$ cat config.mk
export PLATFORM = sky130hd
export DESIGN_NAME = jk_mod_counter_flat
export DESIGN_NICKNAME = d
export VERILOG_FILES = /design/src/rtl/jk_mod_counter_if.sv /design/src/rtl/jk_mod_counter.sv /design/src/flat_wrapper.sv
export SDC_FILE = /design/constraint.sdc
export NUM_CORES = 1
export LEC_CHECK = 0
export BUFFER_PORTS_ARGS = -buffer_cell sky130_fd_sc_hd__buf_2
export CAP_MARGIN = 20
export CORE_MARGIN = 10
export CORE_UTILIZATION = 33
export CTS_BUF_LIST = sky130_fd_sc_hd__clkbuf_4 sky130_fd_sc_hd__clkbuf_8
export DETAILED_ROUTE_END_ITERATION = 8
export PLACE_DENSITY_LB_ADDON = 0.15
export SETUP_SLACK_MARGIN = 0.2
export SYNTH_ARGS = -nofsm -noshare
export SYNTH_HDL_FRONTEND = slang
export SYNTH_SLANG_ARGS = --single-unit
$ cat constraint.sdc
create_clock -name clk -period 3.5 [get_ports clk]
set_clock_uncertainty 0.1 [all_clocks]
set_input_delay 0.175 -clock clk [delete_from_list [all_inputs] [get_ports clk]]
set_output_delay 0.175 -clock clk [all_outputs]
set_load 0.01 [all_outputs]
$ cat src/rtl/jk_mod_counter_if.sv
// Control and status bundle for the programmable-modulus J/K counter.
interface jk_mod_counter_if #(
    parameter int unsigned WIDTH = 4
);
    logic             en;
    logic             up;
    logic             load;
    logic [WIDTH-1:0] load_val;
    logic [WIDTH-1:0] q;
    logic [WIDTH-1:0] j_vec;
    logic [WIDTH-1:0] k_vec;
    logic             tc;
    logic             wrap;
    logic             load_err;

    modport master (
        output en, up, load, load_val,
        input  q, j_vec, k_vec, tc, wrap, load_err
    );

    modport slave (
        input  en, up, load, load_val,
        output q, j_vec, k_vec, tc, wrap, load_err
    );
endinterface

$ cat src/rtl/jk_mod_counter.sv
// Programmable-modulus up/down counter built from J/K flip-flop cells.
// The counter computes the next count each cycle and drives per-bit J/K in
// toggle form; only the wrap and load_err pulses live outside the cells.

// Single J/K cell with synchronous active-low reset (Q resets to 0).
module jk_ff (
    input  logic clk,
    input  logic rst,
    input  logic j,
    input  logic k,
    output logic q
);
    logic q_d;
    logic q_q;

    // Classic J/K next-state table: hold, reset, set, toggle.
    always_comb begin
        q_d = q_q;
        unique case ({j, k})
            2'b00:   q_d = q_q;
            2'b01:   q_d = 1'b0;
            2'b10:   q_d = 1'b1;
            default: q_d = ~q_q;
        endcase
    end

    // State register with synchronous active-low reset.
    always_ff @(posedge clk) begin
        if (!rst) q_q <= 1'b0;
        else      q_q <= q_d;
    end

    assign q = q_q;
endmodule

module jk_mod_counter #(
    parameter int unsigned WIDTH = 4,
    parameter int unsigned MOD   = 10
) (
    input  logic             clk,
    input  logic             rst,
    jk_mod_counter_if.slave  bus
);
    localparam logic [WIDTH:0]   MOD_W = (WIDTH+1)'(MOD);
    localparam logic [WIDTH-1:0] MAX_V = WIDTH'(MOD - 1);
    localparam logic [WIDTH-1:0] ONE_V = WIDTH'(1);

    logic [WIDTH-1:0] cnt_q;
    logic [WIDTH-1:0] cnt_d;
    logic [WIDTH-1:0] excite;
    logic             at_max;
    logic             at_zero;
    logic             illegal;
    logic             wrap_d;
    logic             wrap_q;
    logic             load_err_d;
    logic             load_err_q;

    // One J/K cell per count bit; J and K are tied together for toggle form.
    for (genvar i = 0; i < WIDTH; i++) begin : g_cell
        jk_ff u_cell (
            .clk (clk),
            .rst (rst),
            .j   (excite[i]),
            .k   (excite[i]),
            .q   (cnt_q[i])
        );
    end

    // Decode the current count for wrap points and terminal count.
    always_comb begin
        at_max  = (cnt_q == MAX_V);
        at_zero = (cnt_q == '0);
        illegal = ({1'b0, cnt_q} >= MOD_W);
    end

    // Next count in priority order: load, count up/down, hold.
    // An out-of-range count is treated as a wrap point in either direction.
    always_comb begin
        cnt_d      = cnt_q;
        wrap_d     = 1'b0;
        load_err_d = 1'b0;
        if (bus.load) begin
            if ({1'b0, bus.load_val} < MOD_W) begin
                cnt_d = bus.load_val;
            end else begin
                cnt_d      = '0;
                load_err_d = 1'b1;
            end
        end else if (bus.en) begin
            if (bus.up) begin
                if (at_max || illegal) begin
                    cnt_d  = '0;
                    wrap_d = 1'b1;
                end else begin
                    cnt_d = cnt_q + ONE_V;
                end
            end else begin
                if (at_zero || illegal) begin
                    cnt_d  = MAX_V;
                    wrap_d = 1'b1;
                end else begin
                    cnt_d = cnt_q - ONE_V;
                end
            end
        end
    end

    // Bits that change toggle (J=K=1); unchanged bits hold (J=K=0).
    always_comb begin
        excite = cnt_q ^ cnt_d;
    end

    // One-cycle status pulses, cleared by reset.
    always_ff @(posedge clk) begin
        if (!rst) begin
            wrap_q     <= 1'b0;
            load_err_q <= 1'b0;
        end else begin
            wrap_q     <= wrap_d;
            load_err_q <= load_err_d;
        end
    end

    assign bus.q        = cnt_q;
    assign bus.j_vec    = excite;
    assign bus.k_vec    = excite;
    assign bus.tc       = bus.up ? at_max : at_zero;
    assign bus.wrap     = wrap_q;
    assign bus.load_err = load_err_q;
endmodule

$ cat src/flat_wrapper.sv
// flat-port wrapper written by rule: the top's interface ports become plain ports
module jk_mod_counter_flat 
#(
    parameter int unsigned WIDTH = 4,
    parameter int unsigned MOD   = 10
)
  (clk, rst, bus_en, bus_up, bus_load, bus_load_val, bus_q, bus_j_vec, bus_k_vec, bus_tc, bus_wrap, bus_load_err);
  jk_mod_counter_if #(.WIDTH(WIDTH)) bus_i ();
  input  logic clk;
  input  logic rst;
  input wire logic [$bits(bus_i.en)-1:0] bus_en;
  input wire logic [$bits(bus_i.up)-1:0] bus_up;
  input wire logic [$bits(bus_i.load)-1:0] bus_load;
  input wire logic [$bits(bus_i.load_val)-1:0] bus_load_val;
  output wire logic [$bits(bus_i.q)-1:0] bus_q;
  output wire logic [$bits(bus_i.j_vec)-1:0] bus_j_vec;
  output wire logic [$bits(bus_i.k_vec)-1:0] bus_k_vec;
  output wire logic [$bits(bus_i.tc)-1:0] bus_tc;
  output wire logic [$bits(bus_i.wrap)-1:0] bus_wrap;
  output wire logic [$bits(bus_i.load_err)-1:0] bus_load_err;
  assign bus_i.en = bus_en;
  assign bus_i.up = bus_up;
  assign bus_i.load = bus_load;
  assign bus_i.load_val = bus_load_val;
  assign bus_q = bus_i.q;
  assign bus_j_vec = bus_i.j_vec;
  assign bus_k_vec = bus_i.k_vec;
  assign bus_tc = bus_i.tc;
  assign bus_wrap = bus_i.wrap;
  assign bus_load_err = bus_i.load_err;
  jk_mod_counter #(.WIDTH(WIDTH), .MOD(MOD)) u_core (.clk(clk), .rst(rst), .bus(bus_i));
endmodule
=== Word level (Yosys, flattened, before mapping) ===
Cells that the tools add are included.

* Register bits: 6
* Bits in latches: 0
* Output and inout port bits: 15
* Memory bits (writable): 0
* Memories: 0
* Input bits: 9
* Bits in read-only memories: 0

* Bitwise gates (word level): 7
* Reduce and logical (&&, ||, !) cells: 9
* Shifts and indexed selects: 0
* Multipliers: 0
* Order comparisons: 2
* Add/sub/neg operators: 2
* Div/mod/pow operators: 0
* Mux-type cells: 15
* Eq/ne operators: 9

{| class="wikitable"
|+ Operators by type and width
! kind !! count
|-
| $mux W4 || 6
|-
| $pmux W1 S3 || 4
|-
| $eq A2 B1 Y1 const B || 4
|-
| $eq A2 B2 Y1 const B || 4
|-
| $logic_not A2 Y1 || 4
|-
| $not A1 Y1 || 6
|-
| $mux W1 || 5
|-
| $add A4 B1 Y4 const B || 1
|-
| $eq A4 B4 Y1 const B || 1
|-
| $ge A4 B4 Y1 const B || 1
|-
| $logic_not A4 Y1 || 1
|-
| $lt A4 B4 Y1 const B || 1
|-
| $sub A4 B1 Y4 const B || 1
|-
| $xor A4 B4 Y4 || 1
|-
| $reduce_or A3 Y1 || 1
|-
| $logic_or A1 B1 Y1 || 2
|-
| $reduce_and A2 Y1 || 1
|}

=== Logic depth before layout (Yosys ltp) ===
* Depth in word-level cells: 9
* Gate-level depth with buffers: 9

=== By module ===
From an unflattened synthesis, not the netlist that was laid out.

* Cell total of the unflattened synthesis: 107
* Area, all modules: 797.0 µm²

{| class="wikitable"
|+ By module, submodules not included
! module !! cells each !! area an instance (µm²) !! times used !! sequential area each (µm²)
|-
| jk_mod_counter || 67 || 476.7 || 1 || 40.0
|-
| jk_ff || 10 || 80.1 || 4 || 20.0
|}

=== Worst setup path before layout ===
OpenSTA, ideal clock, no wires.

* Kind: reg2out
* From: reg u_core.g_cell[1].u_cell.q_q
* To: out bus_j_vec[3]
* Arrival time: 1.783 ns
* Slack: 1.442 ns
* Required time: 3.225 ns
* Path buffers: 2
* Cell stages (with the launch flop): 10
* Cells stage by stage: dfxtp_1 > buf_6 > inv_1 > ha_1 > o311ai_2 > nand2_1 > o221a_1 > nor3_2 > xnor2_1 > buf_4

* Cells in the longest elaborated chain, start to end: 7
* Elaborated cells between the ends (all ways): 13

{| class="wikitable"
|+ RTL lines
! what !! RTL line !! RTL
|-
| from (decl) || jk_mod_counter.sv:14 || <nowiki>logic q_q;</nowiki>
|-
| from (signal assigned) || jk_mod_counter.sv:30 || <nowiki>else q_q <= q_d;</nowiki>
|-
| $ge A4 B4 Y1, or another cell as far along || jk_mod_counter.sv:74 || <nowiki>illegal = ({1'b0, cnt_q} >= MOD_W);</nowiki>
|-
| $logic_or A1 B1 Y1 (on tied branches) || jk_mod_counter.sv:99, jk_mod_counter.sv:92 ||
|-
| $mux W4 (on tied branches) || jk_mod_counter.sv:99, jk_mod_counter.sv:92 ||
|-
| $mux W4 (*) || jk_mod_counter.sv:91 || <nowiki>if (bus.up) begin</nowiki>
|-
| $mux W4 (*) || jk_mod_counter.sv:90 || <nowiki>end else if (bus.en) begin</nowiki>
|-
| $mux W4 (*) || jk_mod_counter.sv:83 || <nowiki>if (bus.load) begin</nowiki>
|-
| $xor A4 B4 Y4 (*) || jk_mod_counter.sv:111 || <nowiki>excite = cnt_q ^ cnt_d;</nowiki>
|-
| to (decl) || flat_wrapper.sv:16 || <nowiki>output wire logic [$bits(bus_i.j_vec)-1:0] bus_j_vec;</nowiki>
|}

Mark *: on every way between the ends. The rest lies on a longest branch, timed or not.

=== Worst setup path after layout ===
* From: reg u_core.g_cell[1].u_cell.q_q
* To: out bus_k_vec[3]

* Cells in the longest elaborated chain, start to end: 7
* Elaborated cells between the ends (all ways): 13

{| class="wikitable"
|+ RTL lines
! what !! RTL line !! RTL
|-
| $ge A4 B4 Y1, or another cell as far along || jk_mod_counter.sv:74 ||
|-
| $logic_or A1 B1 Y1 (on tied branches) || jk_mod_counter.sv:99, jk_mod_counter.sv:92 ||
|-
| $mux W4 (on tied branches) || jk_mod_counter.sv:99, jk_mod_counter.sv:92 ||
|-
| $mux W4 (*) || jk_mod_counter.sv:91 ||
|-
| $mux W4 (*) || jk_mod_counter.sv:90 ||
|-
| $mux W4 (*) || jk_mod_counter.sv:83 ||
|-
| $xor A4 B4 Y4 (*) || jk_mod_counter.sv:111 ||
|-
| to (decl) || flat_wrapper.sv:17 || <nowiki>output wire logic [$bits(bus_i.k_vec)-1:0] bus_k_vec;</nowiki>
|}

Marked as above.

==> flow_summary.toml <==
[worst_setup_path]
worst_setup_path_start_kind = "register"
r2r_end = "u_core.g_cell[3].u_cell.q"
crit_chain = "inv_1 > ha_1 > o311ai_2 > nand2_1 > o221a_1 > nor3_2 > xnor2_1 > buf_2"
worstReg2RegStart = "u_core.g_cell[1].u_cell.q"
worst_ep_arrival_time_ns = 2.36
slowest_delay_ns = 0.57
cp_max_fo = 11
cpMaxStageDelayCell = "dfxtp_1"
critPathTopFamily = "flip-flops"
worstSetupPathType = "reg -> out"
reg2reg_setup_slack_ns = 1.45
cp.buffers_inverters = 2
end_kind = "output pin"
required_ns = 3.22
ff2ff_path_depth = 6

[clocking]
cts_made_buffers = 3
clock-sinks = 6
clock_latency_ns = 0.25
cts_setup_buffers = 0
cts_root_buf = "clkbuf_4"
cts_resized = 0
cts_tree = "done"
path_clk_slew_ns = 0.05
clockBufferDepth = 2
htreeDepth = 1
hold_buffers = 0

[yosys]
synth_edf_count = 0
synth_top_area_share_pct = 17.1
ys_ff_latch = 6
syn_nets = 105
synth_most_common_cell = "buf_4"
yosys-top-cells-area = "dfxtp_1 17%, buf_4 13%, a21oi_1 5.7%"
synth_cells = 93
synthArstFlopShare_pct = 0
netlist_area_sq_um = 702
ys_top_cells_by_count = "12 x buf_4, 8 x a21oi_1, 7 x inv_1"
synthFlopType = "dfxtp_1"
yosysSeqAreaShare_pct = 17.1
yosysWarnings = 0
synth.distinct_cells = 37
synth_area_leader_cell = "dfxtp_1"
syn_area_per_cell_sq_um = 7.55

[placed_design]
gp_congestion = 0.841
post-dp-hpwl_um = 1420
io_buffers = 23
dp_slack_ns = 1.14
place_area_sq_um = 702

[min_path]
min_path_type = "in -> reg"
worstHoldEndpoint = "u_core.g_cell[1].u_cell.q"
min_from = "rst"
hold_depth = 2

[power_and_ir_drop]
total_power_mw = 0.242
peakVddDrop_mv = 0.174
leakage_nw = 0.343
p_per_area_mw_per_mm2 = 335

[sta]
final_max_slew_viol_count = 0
tightest_slew_ns = 0.438
period_needed_ns = 2.64
finalHoldViolCount = 0
final.setup.worst_slack_ns = 0.864
period_share_pct = 75.3
max_clock_freq_mhz = 379
setup_tns_ns = 0
rsz0062_at_grt = "false"
slew_headroom_pct = 70.7
setup_viol = 0

[floorplanning]
start_util_pct = 35.1
die_x_um = 66.1
core_sq_mm = 0.00200
top_level_ports = 24
dieArea_sq_mm = 0.00437
die_h_um = 66.1
rows = 16

[detailed_routing]
drtIter0Drc = 18
wl_per_cell_um = 14.2
vias = 668
drtAntennaViolNets = 0
avgViaCountPerCell = 5.22
wl_um = 1820
first_pass_iters = 4
drcViolationCount = 0

[layout]
nets = 115
area_delta_synth_final_pct = 3.21
diodes = 0
final_layout_size_suffix_gt1_share_pct = 28.7
final_area_sq_um = 724
fillers = 234

[grt]
overflow = 0
grt_pass1_wl_um = 3090
antenna_found_initial = 0
track_usage_pct = 9.01
first_global_vias = 677
grt_max_degree = 15

[flow_run]
drv_cap = 0

[status]
outcome = "complete, no violations"
-- cell families after synthesis --
| group | share of synthesized area (%) |
|---|---|
| compound gates | 30.1 |
| xor+xnor | 3.74 |
| fa+ha+maj | 5.35 |
| buf+inv | 25.5 |
| flops | 17.1 |
| simple gates | 18.2 |
-- power breakdown --
group	internal, mW	switching [mW]	leakage, nW
registers	0.0724	0.0106	0.0493
logic	0.0404	0.0513	0.280
clock network	0.0390	0.0287	0.0138
-- placed cells by master (no fill, tap or decap), types with 2 or more instances in the layout --
cell and instances:
buf_2 23, a21oi_1 8, inv_1 7, nor2_1 6, o21ai_0 6, nand2_1 6
dfxtp_1 6, nand3_1 3, xnor2_1 3, ha_1 3, clkbuf_4 3, o21a_1 2
and3_1 2, a31oi_1 2, nor3_1 2
-- per-layer routing --
layer  global-route usage [%]  vias to the layer above  wire (um)
li1                         -                      336          -
met1                     10.7                      306        872
met2                     13.5                       21        819
met3                     2.37                        5         77
met4                     6.54                        0         50
met5                        0                        -          0
-- how the worst max path moves through the flow --
stage / from / slack, ns / endpoint / cells after the start
3_3_place_gp: u_core.g_cell[1].u_cell.q / 1.16 / bus_j_vec[3] / 8
3_5_place_dp: u_core.g_cell[1].u_cell.q / 1.14 / bus_k_vec[3] / 8
2_1_floorplan: u_core.g_cell[1].u_cell.q / 1.44 / bus_j_vec[3] / 9
6_report: u_core.g_cell[1].u_cell.q / 0.86 / bus_k_vec[3] / 8
4_1_cts: u_core.g_cell[1].u_cell.q / 0.87 / bus_k_vec[3] / 8
5_1_grt: u_core.g_cell[1].u_cell.q / 0.66 / bus_k_vec[1] / 8
-- registers in the layout (all words and copies together), names as in the netlist --
name	count
u_core.bus.load_err	1
u_core.g_cell.u_cell.q	4
u_core.bus.wrap	1
-- through the flow --
step | hold WS (ns) | util, % | cells
final | 0.0652 | 36.2 | 128
after global placement | 0.332 | 35.1 | 125
after floorplan | 0.208 | - | 93
after global routing | 0.0851 | 36.2 | 128
after CTS | 0.0685 | 36.2 | 128
after detailed placement | 0.326 | 35.1 | 125
-- layout make-up --
type	instances	area [sq um]	share of cell area [%]
multi-input combinational	61	403	55.6
inverter	8	30.0	4.15
tap	27	33.8	4.66
clock buffer	3	22.5	3.11
sequential	6	120	16.6
timing repair buffer	23	115	15.9
Note: power is estimated with default switching activity, not from simulation.
